`src/rtl/alu_mul_seq.sv`:
```
// ============================================================================
// Module      : alu_mul_seq
// Description : Sequential unsigned shift-and-add multiplier. It drives an
//               external combinational ALU with one add or shift-left per
//               clock and registers the ALU result. The product is the low N
//               bits of a*b, and ovf flags exactly when a*b exceeds 2^N-1.
// Revision    : 1.0 - initial release
// ============================================================================
`default_nettype none

module alu_mul_seq #(
  parameter int N = 8
) (
  input  logic         clk,
  input  logic         rst_n,
  input  logic         start,
  input  logic [N-1:0] a,
  input  logic [N-1:0] b,
  output logic         busy,
  output logic         done,
  output logic [N-1:0] product,
  output logic         ovf,
  output logic [N-1:0] alu_op1,
  output logic [N-1:0] alu_op2,
  output logic [3:0]   alu_cmd,
  input  logic [N-1:0] alu_out,
  input  logic         alu_over
);

  localparam logic [3:0]   C_CMD_ADD = 4'd0;
  localparam logic [3:0]   C_CMD_SHL = 4'd2;
  localparam logic [N-1:0] C_ONE     = {{(N-1){1'b0}}, 1'b1};

  typedef enum logic [1:0] {
    S_IDLE  = 2'd0,
    S_ADD   = 2'd1,
    S_SHIFT = 2'd2,
    S_DONE  = 2'd3
  } state_t;

  state_t       r_state;
  state_t       w_next;
  logic [N-1:0] r_acc;
  logic [N-1:0] r_mcand;
  logic [N-1:0] r_mplier;
  logic         r_lost;
  logic         r_ovf_acc;
  logic [N-1:0] r_product;
  logic         r_ovf;
  logic         w_ovf_upd;
  logic         w_last_add;

  // An ADD is the final step once no higher multiplier bits remain.
  assign w_last_add = (r_mplier[N-1:1] == '0);
  // A bit shifted out of the multiplicand is only reported when a later
  // add consumes it, which keeps the overflow flag exact.
  assign w_ovf_upd  = r_ovf_acc | alu_over | r_lost;

  assign product = r_product;
  assign ovf     = r_ovf;

  // State register.
  always_ff @(posedge clk or negedge rst_n) begin
    if (!rst_n) begin
      r_state <= S_IDLE;
    end else begin
      r_state <= w_next;
    end
  end

  // Next-state decode and ALU drive.
  always_comb begin
    w_next  = r_state;
    alu_op1 = '0;
    alu_op2 = '0;
    alu_cmd = C_CMD_ADD;
    busy    = 1'b1;
    done    = 1'b0;
    case (r_state)
      S_IDLE: begin
        busy = 1'b0;
        if (start) begin
          if (b == '0) begin
            w_next = S_DONE;
          end else if (b[0]) begin
            w_next = S_ADD;
          end else begin
            w_next = S_SHIFT;
          end
        end
      end
      S_ADD: begin
        alu_op1 = r_acc;
        alu_op2 = r_mcand;
        alu_cmd = C_CMD_ADD;
        w_next  = w_last_add ? S_DONE : S_SHIFT;
      end
      S_SHIFT: begin
        alu_op1 = r_mcand;
        alu_op2 = C_ONE;
        alu_cmd = C_CMD_SHL;
        w_next  = r_mplier[1] ? S_ADD : S_SHIFT;
      end
      S_DONE: begin
        done   = 1'b1;
        w_next = S_IDLE;
      end
      default: begin
        w_next = S_IDLE;
      end
    endcase
  end

  // Datapath: operand capture, accumulate/shift, result registration.
  always_ff @(posedge clk or negedge rst_n) begin
    if (!rst_n) begin
      r_acc     <= '0;
      r_mcand   <= '0;
      r_mplier  <= '0;
      r_lost    <= 1'b0;
      r_ovf_acc <= 1'b0;
      r_product <= '0;
      r_ovf     <= 1'b0;
    end else begin
      case (r_state)
        S_IDLE: begin
          if (start) begin
            r_acc     <= '0;
            r_mcand   <= a;
            r_mplier  <= b;
            r_lost    <= 1'b0;
            r_ovf_acc <= 1'b0;
            if (b == '0) begin
              r_product <= '0;
              r_ovf     <= 1'b0;
            end
          end
        end
        S_ADD: begin
          r_acc     <= alu_out;
          r_ovf_acc <= w_ovf_upd;
          if (w_last_add) begin
            r_product <= alu_out;
            r_ovf     <= w_ovf_upd;
          end
        end
        S_SHIFT: begin
          r_mcand  <= alu_out;
          r_lost   <= r_lost | r_mcand[N-1];
          r_mplier <= r_mplier >> 1;
        end
        default: begin
        end
      endcase
    end
  end

endmodule

`default_nettype wire

```
`config.mk`:
```
export PLATFORM = sky130hd
export DESIGN_NAME = alu_mul_seq
export DESIGN_NICKNAME = d
export VERILOG_FILES = /design/src/rtl/alu_mul_seq.sv
export SDC_FILE = /design/constraint.sdc
export NUM_CORES = 1
export LEC_CHECK = 0
export ABC_CLOCK_PERIOD_IN_PS = 3520
export BUFFER_PORTS_ARGS = -buffer_cell sky130_fd_sc_hd__buf_2
export CAP_MARGIN = 20
export CORE_UTILIZATION = 54
export CTS_CLUSTER_DIAMETER = 50
export DETAILED_ROUTE_END_ITERATION = 8
export PLACE_DENSITY = 0.81
export SYNTH_ARGS = -nofsm -noshare
export SYNTH_HDL_FRONTEND = slang
export SYNTH_SLANG_ARGS = --single-unit
```
`constraint.sdc`:
```
create_clock -name clk -period 3.52 [get_ports clk]
set_input_delay 0.704 -clock clk [delete_from_list [all_inputs] [get_ports clk]]
set_output_delay 0.704 -clock clk [all_outputs]
set_load 0.02 [all_outputs]
```
==> results of run 1 <==
[layout by cell type (no fill, tap or decap)]
cell type	instances
a211o_1	1
a21boi_1	2
a21o_1	1
a21oi_1	6
a221oi_1	2
a22o_1	8
a22oi_1	8
and3_1	8
buf_2	55
buf_4	3
clkbuf_4	5
clkbuf_8	2
clkinv_1	1
conb_1	3
dfrtp_1	36
ha_1	4
inv_1	3
mux2_2	1
mux2i_1	15
nand2_1	36
nand2b_1	1
nand3_1	8
nor2_1	3
nor2b_1	9
nor3_1	1
nor3_4	1
nor4_1	3
o21ai_0	16
o311ai_0	1
or4_4	2
[cell families after synthesis]
logic type	synth area share (%)
other	0.201
multiplexers	8.67
flip-flops	48.4
adder cells (fa/ha/maj)	2.69
AND/OR/NAND/NOR	19.4
buffers and inverters	4.64
AO/OA/AOI/OAI	16.0
[sequential cells by signal, indices dropped and copies added, names as in the netlist]
signal	count
r_state	2
r_lost	1
r_mcand	8
r_ovf_acc	1
ovf	1
r_mplier	7
product	8
r_acc	8
[stage by stage]
step | power [mW] | cells | instance area (um2)
after global routing | 2.04 | 289 | 2220
final | 1.89 | 289 | 2220
after CTS | 1.89 | 289 | 2220
after floorplan | 1.39 | 194 | 1870
after detailed placement | 1.65 | 282 | 2150
after global placement | 1.63 | 282 | 2150
[worst max-delay path: cells and delay by family, from the launching register on]
kind	cells	cell delay, ps
adder cells (fa/ha/maj)	1	520
AND/OR/NAND/NOR	1	150
buffers and inverters	3	640
AO/OA/AOI/OAI	1	130
flip-flops	1	420
[metal layers]
layer  part of all wire [%]  vias to the layer above  track usage (%)
li1                       -                      777                -
met1                     47                      732             35.5
met2                     49                       47             39.1
met3                    4.3                        2             4.48
met4                   0.34                        0             8.77
met5                      0                        -                0
[worst paths after layout]
kind                       slack [ps]          end  depth (start not counted)       start
max                               610   alu_op1[5]                          6  r_state[0]
min                               430  r_mplier[6]                          1       rst_n
min in group clk                  500          ovf                          1         ovf
max in group asynchronous        2600          ovf                          1       rst_n
max reg2reg                       950   product[3]                          5  r_state[1]
min reg2reg                       500          ovf                          1         ovf
[layout make-up]
type,count,area (um2),area share [%]
well taps,44,55.1,2.48
multi-input cells,140,882,39.8
repair buffers,58,298,13.4
clock buffers,7,65.1,2.94
flip-flops and latches,36,901,40.7
inverters,4,15.0,0.678
[power groups by stage]
stage / clock network [mW] / registers [mW] / logic [mW]
after floorplan: 0 / 0.687 / 0.706
after global placement: 0 / 0.701 / 0.927
after detailed placement: 0 / 0.704 / 0.942
after CTS: 0.249 / 0.698 / 0.943
after global routing: 0.262 / 0.721 / 1.06
final: 0.244 / 0.699 / 0.943
==> results.cfg, run 1 <==
[power]
p_int_mw = 1.04
ir_drop_v = 0.000380
p_sw_share_pct = 44.6
comb_power_share_pct = 50.0
power.density_nw_per_um2 = 852
p_switching_mw = 0.842
pwr-share-clk_pct = 12.9
p_seq_share_pct = 37.1
p_leak_nw = 1.18

[sta]
fmax_mhz = 344
fin_crit_sh_pct = 82.6
layout_setup_ws_ps = 613
drv_slew = 0
hold_viol_final = 0
setup_viol = 0
fin_skew_ps = 15.6
relSlewSlack_pct = 41.4
finalCriticalPeriod_ps = 2910
tns_ps = 0
rsz0062_at_grt = false
tightestPinTransition_ps = 879
timing.hold.ws_ps = 431

[floorplanning]
start_util_pct = 59.0
rows = 20
num_io_pins = 59
die_h_um = 60.7
core_region_area_um2 = 3150
dieWidth_um = 60.7
dieArea_um2 = 3690

[synthesis]
synthCells = 192
synthTopCellsByCount = 36 x dfrtp_1, 36 x nand2_1, 16 x o21ai_0, 15 x mux2i_1, 9 x nor2b_1
netlist_area_um2 = 1860
synth_enable_flop_cells = 0
ys_seq_area_share_pct = 48.4
ys_types = 30
synthTopCellsByArea = dfrtp_1 48%, mux2i_1 8.1%, nand2_1 7.3%, o21ai_0 4.3%, a22o_1 3.8%
synth_top_area_share_pct = 48.4
synth_seq_cells = 36
avgSynthCellArea_um2 = 9.70
async_reset_ff_share_pct = 100
yosys.area.top_type = dfrtp_1
synth_ff_type = dfrtp_1
yosysWarningCount = 0

[layout]
drive_gt1_share_pct = 28.2
antenna_cells = 0
utilization_pct = 70.3
nNetsFinal = 277
area_growth_pct = 19.0
nFillCells = 274

[clocking]
clock-sinks = 36
cts_max_path_buffers = 2
clkLatencyLatePin_ps = 330
root_buffer = clkbuf_4
cts-hold-fix-buffers = 0
postCtsSetupBuffers = 0
clk_pin_slew_ps = 110
ctsHtreeMaxLevel = 2
ctsResizeCount = 0
cts-buffers-inserted = 5
cts_tree = done

[run]
maxCapViolCount = 0

[critical_path]
worstSetupEndpointType = primary output
cp.arrival_ps = 2200
start_kind = flop
crit_type = flop to primary output
slowest_delay_ps = 520
cp_slowest_cell = ha_1
crit_chain = inv_1, ha_1, buf_4, a22oi_1, nor2b_1, buf_2
required_ps = 2820
cp_max_fo = 17

[route]
wire_per_inst_um = 14.1
dr.pass1.iters = 4
drt-total-wl_um = 4090
avgViaCountPerCell = 5.39
drc = 0
dr.first_iter.drc_count = 96
antenna_left = 0
route.vias.total = 1558

[global_routing]
grt_max_degree = 37
antenna_found_initial = 0
overflow = 0
first_global_vias = 1417
track_usage_pct = 25.1
grt_pass1_wl_um = 6670

[placed_design]
dp_slack_ps = 979
place_hpwl_um = 2930
finalWeightedCongestion = 0.774
port_buffers = 55

[min_path]
hold_path_class = input pin to async pin

[run_status]
outcome = complete, no violations
Note: power is estimated with default switching activity, not from simulation.
==> run 2: changes to the inputs <==
==> config.mk (replaced) <==
export PLATFORM = sky130hd
export DESIGN_NAME = alu_mul_seq
export DESIGN_NICKNAME = d
export VERILOG_FILES = /design/src/rtl/alu_mul_seq.sv
export SDC_FILE = /design/constraint.sdc
export NUM_CORES = 1
export LEC_CHECK = 0
export ABC_CLOCK_PERIOD_IN_PS = 2900
export BUFFER_PORTS_ARGS = -buffer_cell sky130_fd_sc_hd__buf_2
export CAP_MARGIN = 20
export CORE_UTILIZATION = 50
export CTS_CLUSTER_DIAMETER = 50
export DETAILED_ROUTE_END_ITERATION = 8
export PLACE_DENSITY = 0.76
export SYNTH_ARGS = -nofsm -noshare
export SYNTH_HDL_FRONTEND = slang
export SYNTH_SLANG_ARGS = --single-unit
==> constraint.sdc (replaced) <==
create_clock -name clk -period 2.9 [get_ports clk]
set_input_delay 0.58 -clock clk [delete_from_list [all_inputs] [get_ports clk]]
set_output_delay 0.58 -clock clk [all_outputs]
set_load 0.02 [all_outputs]
==> run 2 against run 1 <==
  * Sequential share of layout area decreased by 1.0 points
  * Clock power up 45%
  * Register-to-register slack got worse by 220 ps
  * Final cell count grew 2.4%
  * Worst setup slack got worse by 6.6 ps
  * Combinational power rose by 27%
==> results.cfg, run 2 (synthesized netlist as in run 1, its figures left out) <==
[sta]
fmax_mhz = 436
finalCriticalPeriod_ps = 2290
hold_viol_final = 0
rsz0062_at_grt = false
fin_crit_sh_pct = 79.1
tightestPinTransition_ps = 777
layout_setup_ws_ps = 606
timing.hold.ws_ps = 377
drv_slew = 0
tns_ps = 0
relSlewSlack_pct = 48.2
fin_skew_ps = 4.48
setup_viol = 0

[clocking]
clk_pin_slew_ps = 70
clock-sinks = 36
cts_max_path_buffers = 2
cts-hold-fix-buffers = 0
ctsResizeCount = 0
postCtsSetupBuffers = 0
clkLatencyLatePin_ps = 280
ctsHtreeMaxLevel = 2
cts-buffers-inserted = 5
root_buffer = clkbuf_8
cts_tree = done

[placed_design]
place_area_um2 = 2180
dp_slack_ps = 736
finalWeightedCongestion = 0.774
place_hpwl_um = 3050
port_buffers = 55
dp_cells = 288

[critical_path]
crit_type = flop to primary output
crit_chain = inv_1, ha_1, nor2b_1, buf_2
cp_slowest_cell = ha_1
start_kind = flop
r2r_slack_ps = 730
worstSetupEndpointType = primary output
worst_r2r_path_depth = 4
required_ps = 2320
r2r_start = r_mplier[4]
r2r-end = product[3]
cp_max_fo = 16
cp.arrival_ps = 1710
slowest_delay_ps = 560

[layout]
final_cell_area_um2 = 2270
stdcell_count = 296
utilization_pct = 66.0
drive_gt1_share_pct = 28.8
area_growth_pct = 22.1
final_common_cell = buf_2
nNetsFinal = 281
layout_common_cells = 55 x buf_2, 36 x nand2_1, 36 x dfrtp_1, 16 x o21ai_0, 15 x mux2i_1
antenna_cells = 0

[route]
route.vias.total = 1631
dr.pass1.iters = 4
drt-total-wl_um = 4280
wire_per_inst_um = 14.5
avgViaCountPerCell = 5.51
antenna_left = 0
dr.first_iter.drc_count = 123
drc = 0

[power]
total_power_mw = 2.40
power.density_nw_per_um2 = 1060
p_leak_nw = 1.20
ir_drop_v = 0.000421

[global_routing]
overflow = 0
grt_pass1_wl_um = 7120
antenna_found_initial = 0
first_global_vias = 1470
track_usage_pct = 23.4
grt_max_degree = 37

[run]
maxCapViolCount = 0

[floorplanning]
num_io_pins = 59
rows = 21
die_h_um = 63.0
dieWidth_um = 63.0
core_region_area_um2 = 3440
dieArea_um2 = 3970
start_util_pct = 54.1

[run_status]
outcome = complete, no violations

[min_path]
hold_path_class = input pin to async pin
==> run 2: cell types whose count changed in the layout (fill, tap and decap cells not counted), sizes merged <==
cell	change
clkbuf	+1
buf	+4
==> run 2: report_power, final <==
group	internal (mW)	switching, mW
Clock	0.194	0.161
Combinational	0.461	0.734
Sequential	0.703	0.152
Total	1.36	1.05
==> run 2: worst max-delay path: cells and delay by family (launching register included) <==
| family | cells | cell delay [ps] |
|---|---|---|
| DFF | 1 | 380 |
| adders and majority gates | 1 | 560 |
| and+or+nand+nor | 1 | 210 |
| buffers and inverters | 2 | 270 |
==> run 2: cell type report <==
class	count	area (um2)
multi-input cells	140	882
flip-flops and latches	36	901
inverters	4	15.0
fillers	310	1170
repair buffers	62	328
well taps	46	57.6
clock buffers	8	90.1
==> run 2: how the worst max path moves through the flow <==
stage / start / to / slack, ps / cells after the start
2_1_floorplan: r_state[0] / alu_op1[6] / 360 / 6
3_3_place_gp: r_mplier[4] / product[0] / 760 / 4
3_5_place_dp: r_mplier[4] / product[7] / 740 / 4
4_1_cts: r_state[1] / alu_op2[2] / 610 / 4
5_1_grt: r_state[0] / alu_op1[0] / 480 / 4
6_report: r_state[1] / alu_op1[0] / 610 / 4
==> run 2: metal layers <==
metal,vias to the layer above,share of wire (%),global-route usage (%),wire [um]
met5,-,0,0,0
met4,0,1.8,10.2,78
met3,11,4.8,3.65,205
met2,54,47,34.7,2010
met1,781,46,33.7,1980
li1,785,-,-,-
==> run 3: changes to the inputs <==
--- a/config.mk
+++ b/config.mk
@@ -5,10 +5,11 @@
 export SDC_FILE = /design/constraint.sdc
 export NUM_CORES = 1
 export LEC_CHECK = 0
-export ABC_CLOCK_PERIOD_IN_PS = 2900
+export ABC_AREA = 1
+export ABC_CLOCK_PERIOD_IN_PS = 2260
 export BUFFER_PORTS_ARGS = -buffer_cell sky130_fd_sc_hd__buf_2
 export CAP_MARGIN = 20
-export CORE_UTILIZATION = 50
+export CORE_UTILIZATION = 51
 export CTS_CLUSTER_DIAMETER = 50
 export DETAILED_ROUTE_END_ITERATION = 8
 export PLACE_DENSITY = 0.76
==> constraint.sdc (replaced) <==
create_clock -name clk -period 2.26 [get_ports clk]
set_input_delay 0.452 -clock clk [delete_from_list [all_inputs] [get_ports clk]]
set_output_delay 0.452 -clock clk [all_outputs]
set_load 0.02 [all_outputs]
==> run 3 against run 2 <==
  * Die area is 1.9% higher
  * Worst setup slack worse by 480 ps
  * Clock skew down 1.2 ps
  * Clock power rose by 30%
  * Via count increased by 8.0%
  * Wire length grew 0.16%
  * Synthesized cell count increased by 31%
  * First-iteration DRC count is 33% lower
  * Sequential cell count did not move
  * Hold slack worse by 130 ps
==> results.cfg, run 3 <==
[sta]
fin_crit_sh_pct = 94.4
rsz0062_at_grt = false
timing.hold.ws_ps = 251
drv_slew = 0
tns_ps = 0
setup_viol = 0
finalCriticalPeriod_ps = 2130
relSlewSlack_pct = 47.5
tightestPinTransition_ps = 787
hold_viol_final = 0
fmax_mhz = 469
fin_skew_ps = 3.26

[synthesis]
synth_simple_gate_area_share_pct = 25.5
synth_top_family_by_area = simple AND/OR/NAND/NOR gates
ys_types = 25
synth_mux_area_share_pct = 0.776
synth_ff_type = dfrtp_1
synth_top_area_share_pct = 46.5
synthAdderAreaFrac_pct = 2.59
synthTopCellsByArea = dfrtp_1 47%, nand2_1 14%, inv_1 6.6%, nor2_1 6.0%, a31oi_1 3.6%
synth_enable_flop_cells = 0
yosys.area.top_type = dfrtp_1
avgSynthCellArea_um2 = 7.68
ys_seq_area_share_pct = 46.5
synth.most_common_cell = nand2_1
yosysWarningCount = 0
netlist_area_um2 = 1940
synth_compound_area_share_pct = 13.6
synth_seq_cells = 36
synth_xor_area_share_pct = 0
async_reset_ff_share_pct = 100
synthTopCellsByCount = 71 x nand2_1, 36 x dfrtp_1, 34 x inv_1, 31 x nor2_1, 11 x a31oi_1
synthCells = 252

[min_path]
hold_path_class = input pin to async pin

[layout]
final_common_cell = nand2_1
layout_common_cells = 69 x nand2_1, 55 x buf_2, 36 x dfrtp_1, 34 x inv_1, 31 x nor2_1
register_area_um2 = 901
antenna_cells = 0
area_growth_pct = 21.6
drive_gt1_share_pct = 25.1
nNetsFinal = 342
nFillCells = 341
multi_input_area_um2 = 843

[critical_path]
crit_type = flop to primary output
cp_num_buf_inv = 2
cp.depth = 5
cp.arrival_ps = 1680
start_kind = flop
cp_max_fo = 16
cp_slowest_cell = dfrtp_1
r2r_slack_ps = 560
crit_chain = inv_1, ha_1, nand2_2, o21ai_0, buf_2
cp-startpoint = r_state[0]
critical-path-top-delay-family = flip-flops
worst_r2r_path_depth = 6
r2r_start = r_state[0]
required_ps = 1810
r2r-end = r_ovf_acc
worstSetupEndpointType = primary output
crit_end = alu_op2[0]
slowest_delay_ps = 400

[global_routing]
grt_max_degree = 37
track_usage_pct = 23.4
grt_pass1_wl_um = 7200
first_global_vias = 1634
grt_use_met1_pct = 30.7
busiest_layer = met2
use_met3_pct = 4.71
overflow = 0
grt.met2_usage_pct = 38.6
antenna_found_initial = 0

[route]
wire_per_inst_um = 11.9
drc = 0
drt-total-wl_um = 4290
dr.first_iter.drc_count = 82
dr.pass1.iters = 4
route.vias.total = 1762
antenna_left = 0
avgViaCountPerCell = 4.91

[placed_design]
finalWeightedCongestion = 0.819
port_buffers = 55
place_hpwl_um = 3210

[clocking]
postCtsSetupBuffers = 0
cts-buffers-inserted = 5
ctsHtreeMaxLevel = 2
root_buffer = clkbuf_8
clk_pin_slew_ps = 70
cts_tree = done
clkLatencyLatePin_ps = 280
clock-sinks = 36
cts_max_path_buffers = 2

[floorplanning]
dieArea_um2 = 4050
core_region_area_um2 = 3660
dieWidth_um = 63.6
start_util_pct = 52.9
num_io_pins = 59
die_h_um = 63.6
rows = 22

[power]
ir_drop_v = 0.000679
p_leak_nw = 1.32
power.density_nw_per_um2 = 1420

[run]
maxCapViolCount = 0

[run_status]
outcome = complete, no violations
run 3: cell count changes after synthesis, sizes merged, moves of 8 or more:
| cell | change |
|---|---|
| and3 | -8 |
| nor2 | +28 |
| a22oi | -8 |
| nand2 | +37 |
| o22ai | +8 |
| mux2i | -15 |
| a31oi | +11 |
| a22o | -8 |
| nand4 | +9 |
| nor2b | -9 |
| inv | +32 |
run 3: power breakdown:
group          internal, mW  switching, mW
logic                 0.613           1.21
clock network         0.248          0.213
registers             0.912          0.140
total                  1.77           1.57
run 3: cell families after synthesis:
family                     Yosys count
and+or+nand+nor                    118
buffers and inverters               48
AOI/OAI and AO/OA                   44
DFF                                 36
adders and majority gates            4
muxes                                1
other                                1
run 3: area by class of cell:
cell class / instances / area share [%]
sequential: 36 / 38.3
multi-input combinational: 170 / 35.8
tap: 48 / 2.55
clock buffer: 8 / 3.83
inverter: 35 / 5.58
timing repair buffer: 62 / 13.9
run 3: timing repair:
action                                  4_1_cts  5_1_grt
gates resized for setup                       1        1
hold buffers                                  0        0
endpoints found under the setup margin        3        8
run 3: worst min-delay path by stage:
stage / end / slack [ps]
2_1_floorplan: ovf / 160
3_3_place_gp: product[0] / 450
3_5_place_dp: product[0] / 450
4_1_cts: r_mcand[6] / 280
5_1_grt: r_mcand[5] / 320
6_report: r_mcand[4] / 250
run 3: metrics by stage:
| step | utilization [%] | instances | area [um2] | setup slack [ps] | power (mW) |
|---|---|---|---|---|---|
| 6_report | 64.3 | 359 | 2350 | 128 | 3.34 |
| 5_1_grt | 64.3 | 359 | 2350 | 41.0 | 3.63 |
| 4_1_cts | 64.2 | 359 | 2350 | 53.6 | 3.35 |
| 3_5_place_dp | 61.7 | 351 | 2260 | 292 | 2.88 |
| 3_3_place_gp | 61.7 | 351 | 2260 | 327 | 2.84 |
| 2_1_floorplan | - | 254 | 1940 | 269 | 2.38 |
run 3: metal layers:
metal  wire (um)  share of wire, %
met4          59               1.4
met5           0                 0
met1        2060                48
met2        1990                46
met3         182               4.2
